$ cat config.mk
export PLATFORM = sky130hd
export DESIGN_NAME = usr_shift_reg
export DESIGN_NICKNAME = d
export VERILOG_FILES = /design/src/rtl/usr_shift_reg.sv
export SDC_FILE = /design/constraint.sdc
export NUM_CORES = 1
export LEC_CHECK = 0
export ABC_CLOCK_PERIOD_IN_PS = 1600
export CAP_MARGIN = 20
export CORE_MARGIN = 4
export CORE_UTILIZATION = 46
export CTS_CLUSTER_SIZE = 30
export DETAILED_ROUTE_END_ITERATION = 7
export GPL_ROUTABILITY_DRIVEN = 0
export PLACE_DENSITY = 0.85
export SLEW_MARGIN = 10
export SYNTH_ARGS = -nofsm -noshare
export SYNTH_HDL_FRONTEND = slang
export SYNTH_SLANG_ARGS = --single-unit
$ cat constraint.sdc
create_clock -name clk -period 1.6 [get_ports clk]
set_clock_uncertainty 0.2 [all_clocks]
set_input_delay 0.32 -clock clk [delete_from_list [all_inputs] [get_ports clk]]
set_output_delay 0.32 -clock clk [all_outputs]
set_load 0.05 [all_outputs]
$ cat src/rtl/usr_shift_reg.sv
// Parametrised universal shift register: hold / shift right / shift left / load,
// plus an autonomous multi-shift burst with busy/done. Define USR_ROTATE_EN for the rot port.
module usr_shift_reg #(
    parameter int unsigned WIDTH = 8,
    parameter int unsigned CNTW  = 4
) (
    input  logic             clk,
    input  logic             rst_n,
    input  logic             en,
    input  logic [1:0]       sel,
    input  logic             sin_r,
    input  logic             sin_l,
    input  logic [WIDTH-1:0] pin,
    input  logic             start,
    input  logic [CNTW-1:0]  count,
`ifdef USR_ROTATE_EN
    input  logic             rot,
`endif
    output logic [WIDTH-1:0] q,
    output logic             sout_r,
    output logic             sout_l,
    output logic             busy,
    output logic             done
);

    typedef enum logic {IDLE, BURST} state_t;

    state_t           state, state_d;
    logic [WIDTH-1:0] q_d;
    logic [CNTW-1:0]  rem, rem_d;
    logic             dir, dir_d;     // 0: shift right, 1: shift left
    logic             done_d;
    logic             ins_r, ins_l;
    logic [WIDTH-1:0] shr, shl;

`ifdef USR_ROTATE_EN
    assign ins_r = rot ? q[0]       : sin_r;
    assign ins_l = rot ? q[WIDTH-1] : sin_l;
`else
    assign ins_r = sin_r;
    assign ins_l = sin_l;
`endif

    assign shr    = {ins_r, q[WIDTH-1:1]};
    assign shl    = {q[WIDTH-2:0], ins_l};
    assign sout_r = q[0];
    assign sout_l = q[WIDTH-1];
    assign busy   = (state == BURST);

    always_ff @(posedge clk or negedge rst_n) begin
        if (!rst_n) begin
            state <= IDLE;
            q     <= '0;
            rem   <= '0;
            dir   <= 1'b0;
            done  <= 1'b0;
        end else begin
            state <= state_d;
            q     <= q_d;
            rem   <= rem_d;
            dir   <= dir_d;
            done  <= done_d;
        end
    end

    always_comb begin
        state_d = state;
        q_d     = q;
        rem_d   = rem;
        dir_d   = dir;
        done_d  = 1'b0;
        case (state)
            IDLE: begin
                if (start) begin
                    // Non-shift modes and zero counts complete immediately
                    if ((sel == 2'b01 || sel == 2'b10) && count != '0) begin
                        dir_d   = (sel == 2'b10);
                        rem_d   = count;
                        state_d = BURST;
                    end else begin
                        done_d = 1'b1;
                    end
                end else if (en) begin
                    case (sel)
                        2'b01:   q_d = shr;
                        2'b10:   q_d = shl;
                        2'b11:   q_d = pin;
                        default: q_d = q;
                    endcase
                end
            end
            BURST: begin
                q_d   = dir ? shl : shr;
                rem_d = rem - CNTW'(1);
                if (rem == CNTW'(1)) begin
                    state_d = IDLE;
                    done_d  = 1'b1;
                end
            end
            default: state_d = IDLE;
        endcase
    end

endmodule

## Word level (Yosys, flattened, before mapping)

Index checks and enable logic that the tools add are counted.

- Bitwise operators: 1
- Add/sub/neg operators: 1
- Reduce and logical (&&, ||, !) cells: 6
- Eq/ne operators: 9
- Muxes and demuxes: 16

Operator list:

| operator | count |
|---|---|
| 2-to-1 mux 8 bit | 3 |
| case mux 8 bit (3 select lines) | 1 |
| case mux 8 bit (2 select lines) | 1 |
| 2-to-1 mux 4 bit | 2 |
| != test 2 bit, second input constant | 4 |
| case mux 4 bit (2 select lines) | 1 |
| 2-to-1 mux 1 bit | 6 |
| AND reduction 3 bit | 2 |
| == test 2 bit, second input constant | 2 |
| == test 4 x 1 -> 1 bit, second input constant | 1 |
| != test 4 x 3 -> 1 bit, second input constant | 1 |
| case mux 1 bit (2 select lines) | 2 |
| nonzero test 4 bit | 1 |
| subtractor 4 x 1 -> 4 bit, second input constant | 1 |
| == test 2 x 1 -> 1 bit, second input constant | 1 |
| AND reduction 2 bit | 1 |
| logical AND 1 bit | 1 |
| logical OR 1 bit | 1 |
| NOT 1 bit | 1 |

- Bits in registers: 15
- Logic and storage cells: 38
- Bits of input ports: 20

## Longest topological paths before layout

Gate-level depths: netlist of the first run.

- Word-level depth: 6
- Mapped depth: 8
- Mapped depth without buffers: 6

## Worst setup path before layout of the first run

No wires, ideal clock.

- Kind: input to register
- From: input port sel[0]
- To: register dir
- Arrival: 1.495 ns
- Data required time: 1.272 ns
- Buffers on the path: 0
- Stages on the path: 6
- Path slack: -0.222 ns
- Cells stage by stage: inv_1 > ha_1 > and2b_1 > nand2b_2 > nor2_1 > mux2_1

- Cells in the longest elaborated chain, start to end: 4

RTL lines:

| what | RTL line | text |
|---|---|---|
| start: declaration | 10 | `input logic [1:0] sel,` |
| == test 2 x 1 -> 1 bit / == test 2 bit (equally long branches) | 76, 77 |  |
| logical OR 1 bit | 76 | `if ((sel == 2'b01 \|\| sel == 2'b10) && count != '0) begin` |
| logical AND 1 bit | 76 |  |
| AND reduction 3 bit (no line) | - |  |
| end signal: assignment | 61 | `dir <= dir_d;` |
| end: declaration | 31 | `logic dir, dir_d;` |

Several ways; a longest one is shown, not always the timed one.
A chain may end at the register's enable or synchronous reset.

## Final worst setup path of the first run

- From: input port count[0]
- To: register dir

- Cells in the longest elaborated chain, start to end: 3

RTL lines:

| what | RTL line | text |
|---|---|---|
| start: declaration | 15 | `input logic [CNTW-1:0] count,` |
| nonzero test 4 bit | 76 |  |
| logical AND 1 bit | 76 |  |
| AND reduction 3 bit (no line) | - |  |

No other way between the ends.

==> out/results.txt, run 1 <==
per-instance average area after synthesis: 11.0 sq um
Starting DRT DRC Count: 39
Final Net Count: 186
Yosys cell types: 36
status: completed
CTS tree: yes
count of antenna-violating nets left after detailed routing: 0
post-CTS clock slew at the launch and capture registers of the worst setup and hold paths: 0.09 ns
core region area: 2500 sq um
Primary FF master, synth: sky130_fd_sc_hd__dfrtp_1
post-synthesis register bit count: 15
main combinational cell family by area after synthesis: compound AO/OA/AOI/OAI gates
layout filler cell count: 162
antenna violations before repair: 0
startpoint type of the worst setup path: primary input
cells after synthesis: 111
buffers added on ports: 31
fraction of the mapped netlist area in compound gates: 24.8%
cts bufs inserted: 3
measured slew at the worst slew-check pin: 0.487 ns
first drt pass iteration count: 4
top cell type by total area after synthesis: sky130_fd_sc_hd__dfrtp_1
number of antenna repair diodes: 0
CTS max path bufs: 2
pin count of the biggest net entering global routing: 17
largest fanout on the critical path: 4
root buffer cell: sky130_fd_sc_hd__clkbuf_4
standard-cell rows: 18
number of global-route vias before repair: 1,138
Design Power: 3.72 mW
first-pass GRT wire length: 5480 microns
post-DR vias/cell: 5.94
total power density per cell area: 1940 nW/um^2
share of the clock period used by the worst path after layout: 97.3%
share of the yosys chip area belonging to registers: 30.9%
worst IR drop on VDD: 1600 uV
Post-Synth Adder-Cell Area: 5.14%
clock insertion delay at the later pin of the skew report: 0.28 ns
worst setup path category: in2reg
Fin Hold WS: 0.150 ns
net count of the mapped netlist: 136
WL per Instance: 18.5 microns
number of top-level pins: 32
Synthesis Warnings: 0
Crit path arrival time: 1.53 ns
Setup violations, final: 0
number of enable-type register cells in the synthesized netlist: 0
class of the tightest hold or removal check: in2async
proportion of register bits with asynchronous set or reset after synthesis: 100%
aggregate routed wire length: 3510 microns
number of sinks on the clock net: 15
die span in x: 59.4 microns
library cell with the highest instance count after synthesis: sky130_fd_sc_hd__dfrtp_1
worst-case setup slack after placement: -0.832 ns
layout cells sized above 1: 52.5%
count of hold buffers inserted by post-cts repair: 0
headroom to the max-slew limit: 67.5%
Setup crit end kind: flip-flop
Required @ worst endpoint: 1.58 ns
HPWL after detailed placement: 2220 microns
simple-gate share of the synthesized area: 17.7%
cell area after placement: 1710 sq um
total congestion overflow: 0
vertical die dimension: 59.4 microns
most used standard cells in the synthesized netlist: sky130_fd_sc_hd__dfrtp_1, sky130_fd_sc_hd__nor3_1, sky130_fd_sc_hd__nor4_1
count of endpoints failing hold in the final timing report: 0
count of unresolved DRC violations after routing: 0
setup slack, reg-to-reg: 0.06 ns
area fraction of the dominant cell type after synthesis: 30.9%
Lkg Pwr: 0.802 nW
worst setup margin: 0.0432 ns
total number of vias: 1,129
Starting Density: 48.6%
all-layer global routing usage: 20.6%
total negative slack: 0 ns
min cycle time layout: 1.56 ns
area growth from synthesis to layout: 57.3%
total standard cell area after synthesis: 1220 sq um
Fmax achieved: 642 MHz
post-synthesis mux area share: 8.23%
max-cap check violation count: 0
Post-Synth XOR/XNOR Area: 1.44%
H-tree Lvls: 1
most area-consuming cells after synthesis: sky130_fd_sc_hd__dfrtp_1, sky130_fd_sc_hd__a2bb2oi_2, sky130_fd_sc_hd__mux2_2
number of max-slew violations in the final report: 0
Die Outline Area: 3530 sq um
cell area after layout: 1910 sq um
## cells in the final DEF (no fill, tap or decap), drive strengths merged, types with 2 or more instances in the layout
cell type,instances
and2b,6
a2bb2oi,7
nor2,2
dlygate4sd2,3
a21oi,6
inv,4
a31oi,2
clkbuf,4
dfrtp,15
nor3,8
clkdlybuf4s50,12
xnor2,2
dlymetal6s2s,2
mux2,8
nor2b,3
a221oi,3
nand2b,2
buf,39
o21ai,2
nor4,8
a221o,7
ha,5
## routing by layer
layer	up-vias	GRT usage [%]	share of wire, %
met4	0	4.53	1.4
met2	65	37.6	54
met3	6	4.79	7.6
met5	-	0	0
li1	526	-	-
met1	532	24.2	37
## final timing paths
check	startpoint	end	cells after the start
min in group clk	start	done	3
setup / recovery	count[0]	dir	5
hold reg to reg	rem[0]	rem[0]	1
setup reg to reg	busy	q[3]	5
max in group asynchronous	rst_n	q[6]	2
hold / removal	rst_n	done	2
## sequential cells by signal, indices dropped and copies added (netlist names)
register / cells
rem: 4
done: 1
busy: 1
dir: 1
q: 8
## what timing repair did
item                                    in CTS  in global routing
gates cloned                                 1                  0
resized for setup                           22                 10
buffers inserted                             8                  2
endpoints found under the hold margin        0                  0
endpoints found under the setup margin      15                 14
pin swaps                                    4                  5
## worst max-delay path, cell delays in order
cell and delay (ns):
sky130_fd_sc_hd__clkdlybuf4s50_1 0.47, sky130_fd_sc_hd__nor4_4 0.19, sky130_fd_sc_hd__nand2b_4 0.21, sky130_fd_sc_hd__nor2_4 0.05, sky130_fd_sc_hd__mux2_4 0.29
## layout make-up
type                    instances  area (sq um)  area share [%]
clock buffers                   4          26.3            1.37
inverters                       4          22.5            1.18
multi-input cells              81           815            42.6
flip-flops and latches         15           384            20.1
well taps                      30          37.5            1.96
repair buffers                 56           628            32.8
## report_power, final
part	switching, mW	internal (mW)
Clock	0.123	0.0968
Sequential	0.358	0.592
Combinational	1.20	1.35
## cell families after synthesis
logic type               count (synthesis)
multiplexers                             9
buffers and inverters                   16
XOR/XNOR                                 2
flip-flops                              15
adder cells (fa/ha/maj)                  5
AO/OA/AOI/OAI                           31
AND/OR/NAND/NOR                         33
## per-stage QoR
step / instances / util (%)
2_1_floorplan: 111 / -
3_3_place_gp: 175 / 68.3
3_5_place_dp: 175 / 68.3
4_1_cts: 188 / 74.2
5_1_grt: 190 / 76.5
6_report: 190 / 76.5
No activity file was read; power rests on OpenSTA's default activity.
==> run 2: changes to the inputs <==
--- a/config.mk
+++ b/config.mk
@@ -8,11 +8,11 @@
 export ABC_CLOCK_PERIOD_IN_PS = 1600
 export CAP_MARGIN = 20
 export CORE_MARGIN = 4
-export CORE_UTILIZATION = 46
+export CORE_UTILIZATION = 30
 export CTS_CLUSTER_SIZE = 30
 export DETAILED_ROUTE_END_ITERATION = 7
 export GPL_ROUTABILITY_DRIVEN = 0
-export PLACE_DENSITY = 0.85
+export PLACE_DENSITY = 0.63
 export SLEW_MARGIN = 10
 export SYNTH_ARGS = -nofsm -noshare
 export SYNTH_HDL_FRONTEND = slang
==> out/results.txt, run 2 (synthesis results as in run 1) <==
unrepaired setup endpoints after global routing: no
number of sinks on the clock net: 15
status: completed
count of hold buffers inserted by post-cts repair: 0
post-DR vias/cell: 5.22
number of top-level pins: 32
layout cells sized above 1: 48.1%
pin count of the biggest net entering global routing: 30
headroom to the max-slew limit: 68.9%
max-cap check violation count: 0
layout filler cell count: 347
CTS tree: yes
total negative slack: 0 ns
first-pass GRT wire length: 5480 microns
area growth from synthesis to layout: 60.7%
Setup crit end kind: primary output
CTS max path bufs: 2
flip-flop count of the largest register after layout: 8
cell area after placement: 1790 sq um
Setup violations, final: 0
all-layer global routing usage: 13.3%
antenna violations before repair: 0
Lkg Pwr: 0.805 nW
count of endpoints failing hold in the final timing report: 0
CP bufs+invs: 2
measured slew at the worst slew-check pin: 0.467 ns
Crit path max-delay family: flip-flops
Die Outline Area: 5140 sq um
commonest cells after routing, fill and taps aside: sky130_fd_sc_hd__buf_4, sky130_fd_sc_hd__buf_12, sky130_fd_sc_hd__clkdlybuf4s50_1, sky130_fd_sc_hd__dfrtp_1, sky130_fd_sc_hd__nor3_1
number of global-route vias before repair: 1,114
combined area of the multi-input logic cells: 787 sq um
core region area: 3800 sq um
cell seen most often among critical-path stages: sky130_fd_sc_hd__buf_12
class of the tightest hold or removal check: in2async
CP Cell Sequence: buf_12 > buf_12
count of unresolved DRC violations after routing: 0
worst IR drop on VDD: 733 uV
aggregate routed wire length: 3290 microns
vertical die dimension: 71.7 microns
Top Registers: q (8), rem (4)
first drt pass iteration count: 4
post-CTS clock slew at the launch and capture registers of the worst setup and hold paths: 0.06 ns
buffers added on ports: 31
total congestion overflow: 0
Starting Density: 32.0%
Fmax achieved: 645 MHz
cts bufs inserted: 3
stage delay of the slowest cell on the critical path: 0.44 ns
count of antenna-violating nets left after detailed routing: 0
total power density per cell area: 1890 nW/um^2
master of the slowest instance on the critical path: sky130_fd_sc_hd__dfrtp_2
Final Net Count: 184
area taken by flip-flops and latches: 383 sq um
number of max-slew violations in the final report: 0
worst setup path category: reg2out
commonest non-fill, non-tap cell in the layout: sky130_fd_sc_hd__buf_4
WL per Instance: 16.0 microns
clock insertion delay at the later pin of the skew report: 0.25 ns
HPWL after detailed placement: 2290 microns
Crit path arrival time: 1.03 ns
Required @ worst endpoint: 1.08 ns
min cycle time layout: 1.55 ns
cell area after layout: 1950 sq um
H-tree Lvls: 1
number of antenna repair diodes: 0
largest register by flop count: q
share of the clock period used by the worst path after layout: 96.9%
startpoint type of the worst setup path: flip-flop
total number of vias: 1,076
root buffer cell: sky130_fd_sc_hd__clkbuf_8
Starting DRT DRC Count: 140
die span in x: 71.7 microns
largest fanout on the critical path: 29
standard-cell rows: 22
==> run 2: cell types whose count changed in the layout (fill, tap and decap cells not counted), sizes merged <==
cell / previous run / this run
buf: 39 / 37
clkdlybuf4s15: 0 / 1
clkdlybuf4s50: 12 / 11
dlygate4sd2: 3 / 4
dlymetal6s2s: 2 / 1
==> run 2: area by class of cell <==
type / count / area share [%]
Multi-Input combinational cell: 81 / 40.3
Timing Repair Buffer: 54 / 33.6
Sequential cell: 15 / 19.6
Tap cell: 48 / 3.07
Clock buffer: 4 / 2.30
Inverter: 4 / 1.15
==> run 2: what timing repair did <==
item                                    4_1_cts  5_1_grt
pin swaps                                     5        4
endpoints found under the setup margin       14       11
setup buffers                                 5        1
cloned                                        1        0
resized for setup                            22        8
==> run 2: per-stage QoR <==
step                      setup slack [ns]  std cells  total power, mW  hold slack, ns  util (%)
final                               0.0488        206             3.69           0.193      51.4
after global routing               0.00558        206             3.88           0.211      51.4
after CTS                         -0.00382        205             3.67           0.200      50.5
after detailed placement            -0.800        195             3.28           0.327      47.2
after global placement              -0.748        195             3.21           0.319      47.2
after floorplan                    -0.0575        111             2.30          -0.176         -
==> run 2: path summary, 6_finish.rpt <==
kind                           from  endpoint  slack [ns]  depth (start not counted)
setup reg to reg               q[3]      q[4]        0.13                          4
min in group clk           count[2]    rem[2]        0.30                          3
hold reg to reg              rem[0]    rem[0]        0.34                          1
hold / removal                rst_n      q[0]        0.19                          2
max in group asynchronous     rst_n      q[6]        0.80                          2
setup / recovery               busy      busy        0.05                          2
==> run 2: layer usage <==
metal / global-route usage, % / vias up / wire (microns)
met5: 0 / - / 0
met4: 2.51 / 0 / 22
met3: 3.09 / 5 / 194
met2: 24.1 / 29 / 1660
met1: 16.1 / 519 / 1410
li1: - / 523 / -
==> run 2: power by group <==
part / switching (mW) / internal (mW) / total [mW]
registers: 0.348 / 0.591 / 0.939
logic: 1.13 / 1.30 / 2.43
clock network: 0.140 / 0.177 / 0.317
total: 1.62 / 2.07 / 3.69
==> run 3: changes to the inputs <==
--- a/config.mk
+++ b/config.mk
@@ -13,6 +13,7 @@
 export DETAILED_ROUTE_END_ITERATION = 7
 export GPL_ROUTABILITY_DRIVEN = 0
 export PLACE_DENSITY = 0.63
+export SETUP_SLACK_MARGIN = 0.02
 export SLEW_MARGIN = 10
 export SYNTH_ARGS = -nofsm -noshare
 export SYNTH_HDL_FRONTEND = slang
==> out/results.txt, run 3 (synthesis results as in run 1) <==
cts bufs inserted: 3
Required @ worst endpoint: 1.08 ns
layout filler cell count: 329
Fmax achieved: 646 MHz
core region area: 3800 sq um
number of antenna repair diodes: 0
number of max-slew violations in the final report: 0
Top Registers: q (8), rem (4)
number of instances in the placed design: 193
aggregate routed wire length: 3390 microns
Setup violations, final: 0
CP Cell Sequence: buf_12 > buf_12
count of endpoints failing hold in the final timing report: 0
CTS tree: yes
worst IR drop on VDD: 797 uV
Crit path arrival time: 1.03 ns
Design Power: 3.76 mW
root buffer cell: sky130_fd_sc_hd__clkbuf_8
HPWL after detailed placement: 2340 microns
first drt pass iteration count: 4
headroom to the max-slew limit: 67.7%
startpoint type of the worst setup path: flip-flop
number of top-level pins: 32
unrepaired setup endpoints after global routing: yes
register share of total power: 25.4%
share of the clock period used by the worst path after layout: 96.8%
launch point of the worst reg-to-reg path: q[3]
CTS max path bufs: 2
Die Outline Area: 5140 sq um
combinational fraction of design power: 66.0%
first-pass GRT wire length: 5610 microns
total congestion overflow: 0
filler-free cell count of the finished design: 204
antenna violations before repair: 0
buffers added on ports: 31
largest register by flop count: q
clock insertion delay at the later pin of the skew report: 0.26 ns
Lkg Pwr: 0.785 nW
area growth from synthesis to layout: 59.7%
count of unresolved DRC violations after routing: 0
all-layer global routing usage: 13.8%
vertical die dimension: 71.7 microns
measured slew at the worst slew-check pin: 0.484 ns
min cycle time layout: 1.55 ns
pin count of the biggest net entering global routing: 20
number of sinks on the clock net: 15
FF-to-FF path depth: 4
internal power: 2.10 mW
layout cells sized above 1: 50.0%
setup slack, reg-to-reg: 0.10 ns
fin util: 51.1%
H-tree Lvls: 1
count of hold buffers inserted by post-cts repair: 0
total number of vias: 1,110
largest fanout on the critical path: 19
class of the tightest hold or removal check: in2async
Starting Density: 32.0%
post-CTS clock slew at the launch and capture registers of the worst setup and hold paths: 0.06 ns
Starting DRT DRC Count: 56
total negative slack: 0 ns
net switching component of the power: 1.66 mW
worst setup path category: reg2out
standard-cell rows: 22
max-cap check violation count: 0
post-DR vias/cell: 5.44
cell seen most often among critical-path stages: sky130_fd_sc_hd__buf_12
proportion of total power due to net switching: 44.2%
Setup crit end kind: primary output
master of the slowest instance on the critical path: sky130_fd_sc_hd__dfrtp_2
worst-case setup slack after placement: -0.829 ns
flip-flop count of the largest register after layout: 8
WL per Instance: 16.6 microns
commonest cells after routing, fill and taps aside: sky130_fd_sc_hd__buf_4, sky130_fd_sc_hd__buf_12, sky130_fd_sc_hd__clkdlybuf4s50_1, sky130_fd_sc_hd__dfrtp_1, sky130_fd_sc_hd__nor3_1
stage delay of the slowest cell on the critical path: 0.45 ns
total power density per cell area: 1940 nW/um^2
number of global-route vias before repair: 1,171
Final Net Count: 182
count of antenna-violating nets left after detailed routing: 0
status: completed
portion of total power attributed to the clock network: 8.6%
die span in x: 71.7 microns
worst reg2reg path endpoint: q[4]
commonest non-fill, non-tap cell in the layout: sky130_fd_sc_hd__buf_4
worst setup margin: 0.0519 ns
run 3: cell types whose count changed in the layout (fill, tap and decap cells not counted):
| cell | before | now |
|---|---|---|
| sky130_fd_sc_hd__buf_4 | 18 | 17 |
| sky130_fd_sc_hd__buf_2 | 0 | 1 |
| sky130_fd_sc_hd__dlymetal6s2s_1 | 1 | 0 |
| sky130_fd_sc_hd__nor4_2 | 1 | 6 |
| sky130_fd_sc_hd__dlygate4sd2_1 | 4 | 5 |
| sky130_fd_sc_hd__nor4_4 | 1 | 0 |
| sky130_fd_sc_hd__buf_6 | 3 | 1 |
| sky130_fd_sc_hd__nor4_1 | 6 | 2 |
run 3: critical path, delay by kind of cell (launching register included):
family | cells | cell delay (ns)
flops | 1 | 0.45
buf+inv | 2 | 0.32
run 3: what timing repair did:
item                       4_1_cts  5_1_grt
pin swaps                        3        2
setup endpoints to repair       15        9
cloned                           1        0
resized for setup               30        3
buffers inserted                 5        1
run 3: power groups by stage:
| stage | clock network [mW] | logic (mW) | registers, mW |
|---|---|---|---|
| after floorplan | 0 | 1.10 | 1.21 |
| final | 0.323 | 2.48 | 0.956 |
| after global placement | 0 | 2.25 | 0.916 |
| after global routing | 0.352 | 2.62 | 0.981 |
| after CTS | 0.330 | 2.45 | 0.957 |
| after detailed placement | 0 | 2.31 | 0.934 |
run 3: worst max-delay path by stage:
stage	from	end	slack [ns]	depth (start not counted)
floorplan	sel[0]	q[5]	-0.06	7
global placement	sel[0]	q[1]	-0.76	7
detailed placement	sel[0]	q[7]	-0.83	7
CTS	busy	busy	0.02	2
global route	busy	busy	0.02	2
finish	busy	busy	0.05	2
run 3: metal layers:
layer | vias up | routed length (microns) | track usage [%]
met5 | - | 0 | 0
met4 | 0 | 73 | 6.26
met3 | 9 | 230 | 3.79
met2 | 38 | 1660 | 23.5
met1 | 548 | 1420 | 16.0
li1 | 515 | - | -
run 3: final cells by class:
cell class | count | area (sq um) | share of cell area, %
tap | 48 | 60.1 | 3.09
timing repair buffer | 52 | 628 | 32.3
clock buffer | 4 | 45.0 | 2.32
sequential | 15 | 383 | 19.7
multi-input combinational | 81 | 803 | 41.4
inverter | 4 | 22.5 | 1.16
run 3: per-stage QoR:
stage               hold WS [ns]  cell area (sq um)
CTS                        0.179               1920
detailed placement         0.334               1770
global placement           0.318               1770
global route               0.201               1940
floorplan                 -0.176               1250
finish                     0.181               1940
